## src/rtl/pc_unit.sv

```systemverilog
// Fetch-stage program counter with redirect, stall and a circular return-address stack.
// Optional PC_ALIGN_CHECK_EN adds target alignment with a registered misalign pulse.
module pc_unit #(
    parameter int               WIDTH     = 32,
    parameter logic [WIDTH-1:0] RESET_VEC = '0,
    parameter int               STEP      = 4,
    parameter int               RAS_DEPTH = 4
) (
    input  logic             clk,
    input  logic             rst_n,
    input  logic             stall,
    input  logic             hit,
    input  logic [WIDTH-1:0] data,
    input  logic             call,
    input  logic             ret,
    output logic [WIDTH-1:0] result,
    output logic             ras_empty,
    output logic             ras_full,
    output logic             ras_ovf,
`ifdef PC_ALIGN_CHECK_EN
    output logic             ras_unf,
    output logic             misalign
`else
    output logic             ras_unf
`endif
);

    localparam int PTR_W = (RAS_DEPTH > 1) ? $clog2(RAS_DEPTH) : 1;
    localparam int CNT_W = $clog2(RAS_DEPTH + 1);
    localparam logic [PTR_W-1:0] LAST_PTR  = PTR_W'(RAS_DEPTH - 1);
    localparam logic [CNT_W-1:0] FULL_CNT  = CNT_W'(RAS_DEPTH);
    localparam logic [WIDTH-1:0] STEP_W    = WIDTH'(STEP);
    localparam logic [WIDTH-1:0] LOW_MASK  = WIDTH'(STEP - 1);

    logic [WIDTH-1:0] r_pc;
    logic [PTR_W-1:0] r_top;
    logic [CNT_W-1:0] r_count;
    logic             r_ovf;
    logic             r_unf;
    logic [WIDTH-1:0] r_stack [RAS_DEPTH];

    logic [WIDTH-1:0] w_seq;
    logic [PTR_W-1:0] w_ptr_inc;
    logic [PTR_W-1:0] w_ptr_dec;
    logic             w_empty;
    logic             w_full;
    logic [WIDTH-1:0] w_target_raw;
    logic [WIDTH-1:0] w_target;
    logic             w_target_misaligned;
    logic [WIDTH-1:0] w_pc_next;
    logic [PTR_W-1:0] w_top_next;
    logic [CNT_W-1:0] w_count_next;
    logic             w_push;
    logic             w_load_target;
    logic             w_ovf_next;
    logic             w_unf_next;

    assign w_seq     = r_pc + STEP_W;
    assign w_ptr_inc = (r_top == LAST_PTR) ? '0 : r_top + PTR_W'(1);
    assign w_ptr_dec = (r_top == '0) ? LAST_PTR : r_top - PTR_W'(1);
    assign w_empty   = (r_count == '0);
    assign w_full    = (r_count == FULL_CNT);

    // A pop only supplies the target when ret is not overridden by call.
    assign w_target_raw        = (ret && !call) ? r_stack[r_top] : data;
    assign w_target_misaligned = |(w_target_raw & LOW_MASK);
`ifdef PC_ALIGN_CHECK_EN
    assign w_target = w_target_raw & ~LOW_MASK;
`else
    assign w_target = w_target_raw;
`endif

    always_comb begin
        w_pc_next     = r_pc;
        w_top_next    = r_top;
        w_count_next  = r_count;
        w_push        = 1'b0;
        w_load_target = 1'b0;
        w_ovf_next    = 1'b0;
        w_unf_next    = 1'b0;
        if (!stall) begin
            if (call) begin
                // A full stack overwrites its oldest slot, which is the one after top.
                w_push        = 1'b1;
                w_load_target = 1'b1;
                w_top_next    = w_ptr_inc;
                if (w_full) begin
                    w_ovf_next = 1'b1;
                end else begin
                    w_count_next = r_count + CNT_W'(1);
                end
            end else if (ret) begin
                if (!w_empty) begin
                    w_load_target = 1'b1;
                    w_top_next    = w_ptr_dec;
                    w_count_next  = r_count - CNT_W'(1);
                end else begin
                    w_pc_next  = w_seq;
                    w_unf_next = 1'b1;
                end
            end else if (hit) begin
                w_load_target = 1'b1;
            end else begin
                w_pc_next = w_seq;
            end
        end
        if (w_load_target) begin
            w_pc_next = w_target;
        end
    end

    always_ff @(posedge clk) begin
        if (!rst_n) begin
            r_pc    <= RESET_VEC;
            r_top   <= '0;
            r_count <= '0;
            r_ovf   <= 1'b0;
            r_unf   <= 1'b0;
        end else begin
            r_pc    <= w_pc_next;
            r_top   <= w_top_next;
            r_count <= w_count_next;
            r_ovf   <= w_ovf_next;
            r_unf   <= w_unf_next;
        end
    end

    always_ff @(posedge clk) begin
        if (rst_n && w_push) begin
            r_stack[w_ptr_inc] <= w_seq;
        end
    end

`ifdef PC_ALIGN_CHECK_EN
    logic r_misalign;

    always_ff @(posedge clk) begin
        if (!rst_n) begin
            r_misalign <= 1'b0;
        end else begin
            r_misalign <= w_load_target && w_target_misaligned;
        end
    end

    assign misalign = r_misalign;
`else
    logic w_unused;
    assign w_unused = w_target_misaligned;
`endif

    assign result    = r_pc;
    assign ras_empty = w_empty;
    assign ras_full  = w_full;
    assign ras_ovf   = r_ovf;
    assign ras_unf   = r_unf;

endmodule

```

## config.mk

```make
export PLATFORM = sky130hd
export DESIGN_NAME = pc_unit
export DESIGN_NICKNAME = d
export VERILOG_FILES = /design/src/rtl/pc_unit.sv
export SDC_FILE = /design/constraint.sdc
export NUM_CORES = 1
export LEC_CHECK = 0
export ABC_AREA = 1
export CAP_MARGIN = 10
export CORE_MARGIN = 2
export CORE_UTILIZATION = 43
export DETAILED_ROUTE_END_ITERATION = 10
export HOLD_SLACK_MARGIN = 0.05
export SYNTH_ARGS = -nofsm -noshare
export SYNTH_HDL_FRONTEND = slang
export SYNTH_SLANG_ARGS = --single-unit
```

## constraint.sdc

```tcl
create_clock -name clk -period 4.2 [get_ports clk]
set_clock_uncertainty 0.1 [all_clocks]
set_input_delay 0.84 -clock clk [delete_from_list [all_inputs] [get_ports clk]]
set_output_delay 0.84 -clock clk [all_outputs]
set_load 0.005 [all_outputs]
```

==> run_results.csv, run 1 <==
group,metric,value,unit
yosys,netlist_instances,952,
global_routing,gr-total-overflow,0,
power_and_ir_drop,power.leakage,3.77,nW
hold_path,holdPathStages,1,
place,post_dp_cell_area,0.00913,sq mm
yosys,synthFlopType,"edfxtp_1",
global_routing,grt_max_degree,66,
route,drt_pass1_iterations,5,
timing,finalHoldViolations,0,
layout,nets,1063,
timing,hold_slack,0.416,ns
layout,fillers,1710,
setup_path,crit_type,"in2reg",
power_and_ir_drop,combPwrFrac,0.133,
route,num_vias,6521,
clock_tree,cts-hold-fix-buffers,0,
clock_tree,postCtsSetupBuffers,0,
setup_path,crit_arrival,2.93,ns
power_and_ir_drop,power_frac_clock,0.400,
timing,period_share,0.706,
floorplanning,boundaryPins,74,
yosys,syn-num-nets,998,
yosys,synth.most_common_cell,"nand2_1",
route,wl_per_cell,17.7,um
timing,setup_viol,0,
global_routing,antenna_found_initial,0,
layout,diodes,0,
power_and_ir_drop,vdd.ir_drop.worst,0.288,mV
route,avgViaCountPerCell,5.16,
timing,timing.fmax,0.337,GHz
floorplanning,initial_core_util,0.438,
yosys,yosysTopAreaCellShare,0.469,
timing,worstMarginPinSlew,1.06,ns
place,dp_hpwl,15200,um
timing,final.setup.tns,0,ns
timing,rsz0062_at_grt,"no",
place,io_buffers,73,
global_routing,grt_pass1_wl,34400,um
power_and_ir_drop,p_sw,1.07,mW
timing,layout_min_cycle_time,2.96,ns
yosys,ys_types,38,
yosys,synth_seq_cells,169,
floorplanning,die_h,142,um
yosys,ys_warn_count,0,
setup_path,required,4.16,ns
yosys,netlist_area,0.00820,sq mm
clock_tree,cts_inserted_buffers,17,
yosys,syn_area_per_cell,8.61,sq um
floorplanning,die_w,142,um
global_routing,grt_usage,0.230,
clock_tree,cts_max_path_buffers,2,
clock_tree,cts-root-buf,"clkbuf_16",
layout,post-route-util,0.521,
clock_tree,htree_levels,4,
layout,syn_to_final_growth,19.0,%
yosys,synth_top_area_cell,"edfxtp_1",
hold_path,min_path_type,"reg2reg",
layout,finalInstanceArea,0.00975,sq mm
place,gp_congestion,0.937,
setup_path,slowest_delay,0.45,ns
setup_path,worstPathCellList,"clkdlybuf4s50_1, buf_4, inv_2, nor2_2, nand2_1, nor2_4, buf_4",
clock_tree,clk_pin_slew,0.07,ns
flow_run,maxCapViolations,0,
power_and_ir_drop,pwr-share-seq,0.467,
route,drc,0,
route,postRouteAntennaNets,0,
timing,fin_ws,1.24,ns
setup_path,critPathSlowestCell,"clkdlybuf4s50_1",
yosys,synth_edf_count,128,
floorplanning,die_area,0.0202,sq mm
power_and_ir_drop,p_int,3.06,mW
route,routed_wl,22400,um
power_and_ir_drop,power_density,423,mW/mm^2
setup_path,critPathMaxFanout,32,
timing,maxSlewHeadroom,0.295,
setup_path,r2r_cells,7,
clock_tree,clock_sinks,169,
setup_path,crit_path_end_kind,"flip-flop",
clock_tree,insertion_delay,0.43,ns
setup_path,worstSetupStartpointType,"input port",
clock_tree,ctsResizeCount,0,
route,drtIter0Drc,684,
yosys,ys_top_cells_by_area,"edfxtp_1 (47%), nand2_1 (15%), dfxtp_1 (10%)",
yosys,async_flop_share,0,
global_routing,grt_pass1_vias,5979,
floorplanning,core,0.0187,sq mm
clock_tree,cts_tree,"built",
power_and_ir_drop,netSwitchingFraction,0.258,
outcome,status,"completed",
timing,drv_slew,0,
setup_path,cp_common_cell,"buf_4",
floorplanning,row_count,50,
yosys,synthTopCellsByCount,"nand2_1 (324), edfxtp_1 (128), nor2_1 (113), inv_1 (69), nand3_1 (62)",
layout,drive_gt1_frac,0.0864,
place,place_ws,0.785,ns
yosys,ys_seq_area_frac,0.569,
==> cell families (layout without fill, tap and decap cells) <==
| family | Yosys count | in the layout | share of synthesized area |
|---|---|---|---|
| flops | 169 | 169 | 0.569 |
| simple gates | 540 | 540 | 0.276 |
| fa+ha+maj | 8 | 8 | 0.0131 |
| compound gates | 110 | 110 | 0.0728 |
| xor+xnor | 8 | 8 | 0.00855 |
| buf+inv | 117 | 195 | 0.0606 |
==> metrics by stage <==
| stage | total power [mW] | std cells |
|---|---|---|
| 2_1_floorplan | 2.27 | 952 |
| 6_report | 4.12 | 1264 |
| 3_5_place_dp | 2.50 | 1232 |
| 5_1_grt | 4.29 | 1264 |
| 4_1_cts | 4.15 | 1264 |
| 3_3_place_gp | 2.50 | 1232 |
==> flip-flops by register name (all words and copies together), names as in the netlist, named ones only <==
register and count:
r_stack 128, result 32, r_count 3, r_top 2
ras_ovf 1, ras_unf 1
==> cells in the final DEF (no fill, tap or decap), drive strengths merged, types with 3 or more instances in the layout <==
| master | n |
|---|---|
| edfxtp | 128 |
| clkdlybuf4s50 | 73 |
| inv | 82 |
| nand4 | 4 |
| ha | 7 |
| or2 | 3 |
| clkinvlp | 3 |
| dfxtp | 41 |
| buf | 9 |
| nand3 | 65 |
| clkinv | 7 |
| xnor2 | 3 |
| o21ai | 64 |
| xor2 | 5 |
| bufinv | 4 |
| a21boi | 8 |
| nor2 | 131 |
| nor3 | 3 |
| a21oi | 31 |
| clkbuf | 17 |
| o22ai | 5 |
| nand2 | 333 |
==> area by class of cell <==
class,count,area [sq um],share of cell area
Sequential cell,169,4670,0.479
Multi-Input combinational cell,666,3060,0.314
Timing Repair Buffer,82,798,0.0819
Clock buffer,17,425,0.0436
Inverter,81,304,0.0312
Tap cell,234,293,0.0300
Clock inverter,15,199,0.0204
==> routing by layer <==
layer | global-route usage | part of all wire | vias to the layer above
li1 | - | - | 3232
met1 | 0.350 | 0.47 | 3035
met2 | 0.340 | 0.45 | 231
met3 | 0.0377 | 0.066 | 23
met4 | 0.0595 | 0.013 | 0
met5 | 0 | 0 | -
==> worst paths after layout <==
check	startpoint	end	slack, ns
setup reg to reg	flip-flop	result[12]	2.03
hold reg to reg	result[2]	result[2]	0.42
hold / removal	result[2]	result[2]	0.42
setup / recovery	rst_n	r_stack[3][14]	1.24
==> critical path, delay by kind of cell <==
family,cells,cell delay (ns)
buffers and inverters,4,1.24
AND/OR/NAND/NOR,3,0.80
==> power by group through the flow <==
stage | Clock, mW | Sequential, mW | Combinational (mW)
after floorplan | 0 | 1.94 | 0.327
after global placement | 0 | 1.96 | 0.540
after detailed placement | 0 | 1.96 | 0.544
after CTS | 1.68 | 1.92 | 0.547
after global routing | 1.75 | 1.93 | 0.605
final | 1.65 | 1.93 | 0.547
Power figures use the tool's default switching activity.
==> inputs of run 2 (changes only) <==
==> constraint.sdc (replaced) <==
create_clock -name clk -period 2.4 [get_ports clk]
set_clock_uncertainty 0.1 [all_clocks]
set_input_delay 0.48 -clock clk [delete_from_list [all_inputs] [get_ports clk]]
set_output_delay 0.48 -clock clk [all_outputs]
set_load 0.005 [all_outputs]
==> run 2 against run 1 <==
Critical endpoint is now ras_full. Worst hold slack got worse by 0.0012 ns. Routed wire length is 2.0% higher. Worst setup slack lost 1.0 ns. Register-to-register slack got worse by 1.6 ns. Flip-flop and latch count did not move. Non-clock buffer count increased by 15. Critical path type is now reg2out. Via count grew 0.49%. Critical path depth is 5 lower.
==> run_results.csv, run 2 (synthesized netlist as in run 1, its figures left out) <==
group,metric,value,unit
setup_path,crit_arrival,1.61,ns
floorplanning,row_count,50,
setup_path,critPathBufInv,1,
setup_path,critPathSlowestCell,"clkdlybuf4s50_1",
outcome,status,"completed",
layout,syn_to_final_growth,20.8,%
floorplanning,die_w,142,um
setup_path,r2r_cells,6,
layout,drive_gt1_frac,0.100,
clock_tree,clock_sinks,169,
clock_tree,cts-root-buf,"clkbuf_16",
clock_tree,cts_inserted_buffers,17,
timing,timing.fmax,0.456,GHz
clock_tree,cts_max_path_buffers,2,
timing,drv_slew,0,
floorplanning,die_area,0.0202,sq mm
global_routing,grt_pass1_wl,35300,um
setup_path,crit_path_end_kind,"primary output",
layout,post-route-util,0.529,
route,drc,0,
timing,layout_min_cycle_time,2.19,ns
timing,finalHoldViolations,0,
place,gp_congestion,0.914,
timing,worstMarginPinSlew,0.683,ns
hold_path,holdPathStages,1,
place,post_dp_cell_area,0.00935,sq mm
setup_path,critPathMaxFanout,5,
floorplanning,boundaryPins,74,
floorplanning,initial_core_util,0.438,
layout,final_cell_mix,"nand2_1 (324), edfxtp_1 (128), nor2_1 (109)",
setup_path,worstSetupStartpointType,"flip-flop",
global_routing,grt_pass1_vias,6269,
floorplanning,core,0.0187,sq mm
route,drtIter0Drc,596,
route,num_vias,6553,
clock_tree,clk_pin_slew,0.06,ns
hold_path,min_to,"r_count[0]",
setup_path,worstPathCellList,"nor3_1, clkdlybuf4s50_1",
route,avgViaCountPerCell,5.12,
timing,setup_viol,0,
route,wl_per_cell,17.9,um
floorplanning,die_h,142,um
layout,final_common_cell,"nand2_1",
global_routing,antenna_found_initial,0,
hold_path,min_from,"r_count[0]",
setup_path,required,1.82,ns
clock_tree,htree_levels,4,
hold_path,min_path_type,"reg2reg",
layout,register_area,0.00467,sq mm
setup_path,regToRegSetupSlack,0.39,ns
layout,finalInstanceArea,0.00990,sq mm
clock_tree,ctsResizeCount,0,
power_and_ir_drop,vdd.ir_drop.worst,0.473,mV
timing,fin_ws,0.206,ns
clock_tree,postCtsSetupBuffers,0,
layout,largest_reg_flops,128,
timing,rsz0062_at_grt,"no",
clock_tree,cts-hold-fix-buffers,0,
power_and_ir_drop,power_density,704,mW/mm^2
timing,final.setup.tns,0,ns
setup_path,reg2reg_to,"r_stack[2][18]",
timing,maxSlewHeadroom,0.540,
place,place_ws,0.115,ns
place,dp_hpwl,15900,um
route,routed_wl,22900,um
clock_tree,cts_tree,"built",
place,io_buffers,73,
setup_path,crit_type,"reg2out",
clock_tree,insertion_delay,0.43,ns
power_and_ir_drop,finalPower,6.97,mW
layout,fillers,1683,
global_routing,grt_max_degree,66,
setup_path,worst-path-stages,2,
layout,nets,1078,
setup_path,slowest_delay,0.56,ns
route,drt_pass1_iterations,5,
layout,fin_cells,1279,
layout,multi_input_area,0.00306,sq mm
global_routing,grt_usage,0.236,
layout,top_register,"r_stack",
power_and_ir_drop,power.leakage,3.84,nW
setup_path,path_delay_family,"buffers and inverters",
route,postRouteAntennaNets,0,
setup_path,r2r_start,"result[3]",
layout,diodes,0,
place,placed_cells,1247,
flow_run,maxCapViolations,0,
timing,period_share,0.914,
global_routing,gr-total-overflow,0,
timing,hold_slack,0.415,ns
[run 2: worst reg2reg max path: stages, from the launching register on]
cell and delay, ns:
dfxtp_1 0.41, ha_1 0.23, nand2_1 0.10, nor2_1 0.26, nand2_2 0.18, o21ai_0 0.27
nand2_1 0.18
[run 2: worst max-delay path by stage]
stage	from	endpoint	slack [ns]
CTS	r_count[0]	ras_full	0.21
detailed placement	call	r_stack[2][27]	0.12
global placement	call	r_stack[3][29]	0.14
finish	r_count[0]	ras_full	0.21
global route	r_count[0]	ras_full	0.1
floorplan	rst_n	r_stack[0][0]	-0.13
[run 2: where the power goes]
group / internal [mW] / switching, mW / leakage, nW
logic: 0.385 / 0.633 / 2.07
registers: 3.26 / 0.103 / 1.50
clock network: 1.43 / 1.15 / 0.267
[run 2: routing by layer]
| metal | global-route usage | vias up | wire [um] |
|---|---|---|---|
| met5 | 0 | - | 0 |
| met2 | 0.365 | 177 | 10400 |
| met1 | 0.348 | 3094 | 10900 |
| met4 | 0.0621 | 0 | 276 |
| met3 | 0.0340 | 23 | 1250 |
| li1 | - | 3259 | - |
[run 2: final cells by class]
class / count / share of cell area
sequential: 169 / 0.471
multi-input combinational: 666 / 0.309
timing repair buffer: 97 / 0.103
clock buffer: 18 / 0.0433
inverter: 81 / 0.0307
tap: 234 / 0.0296
clock inverter: 14 / 0.0124
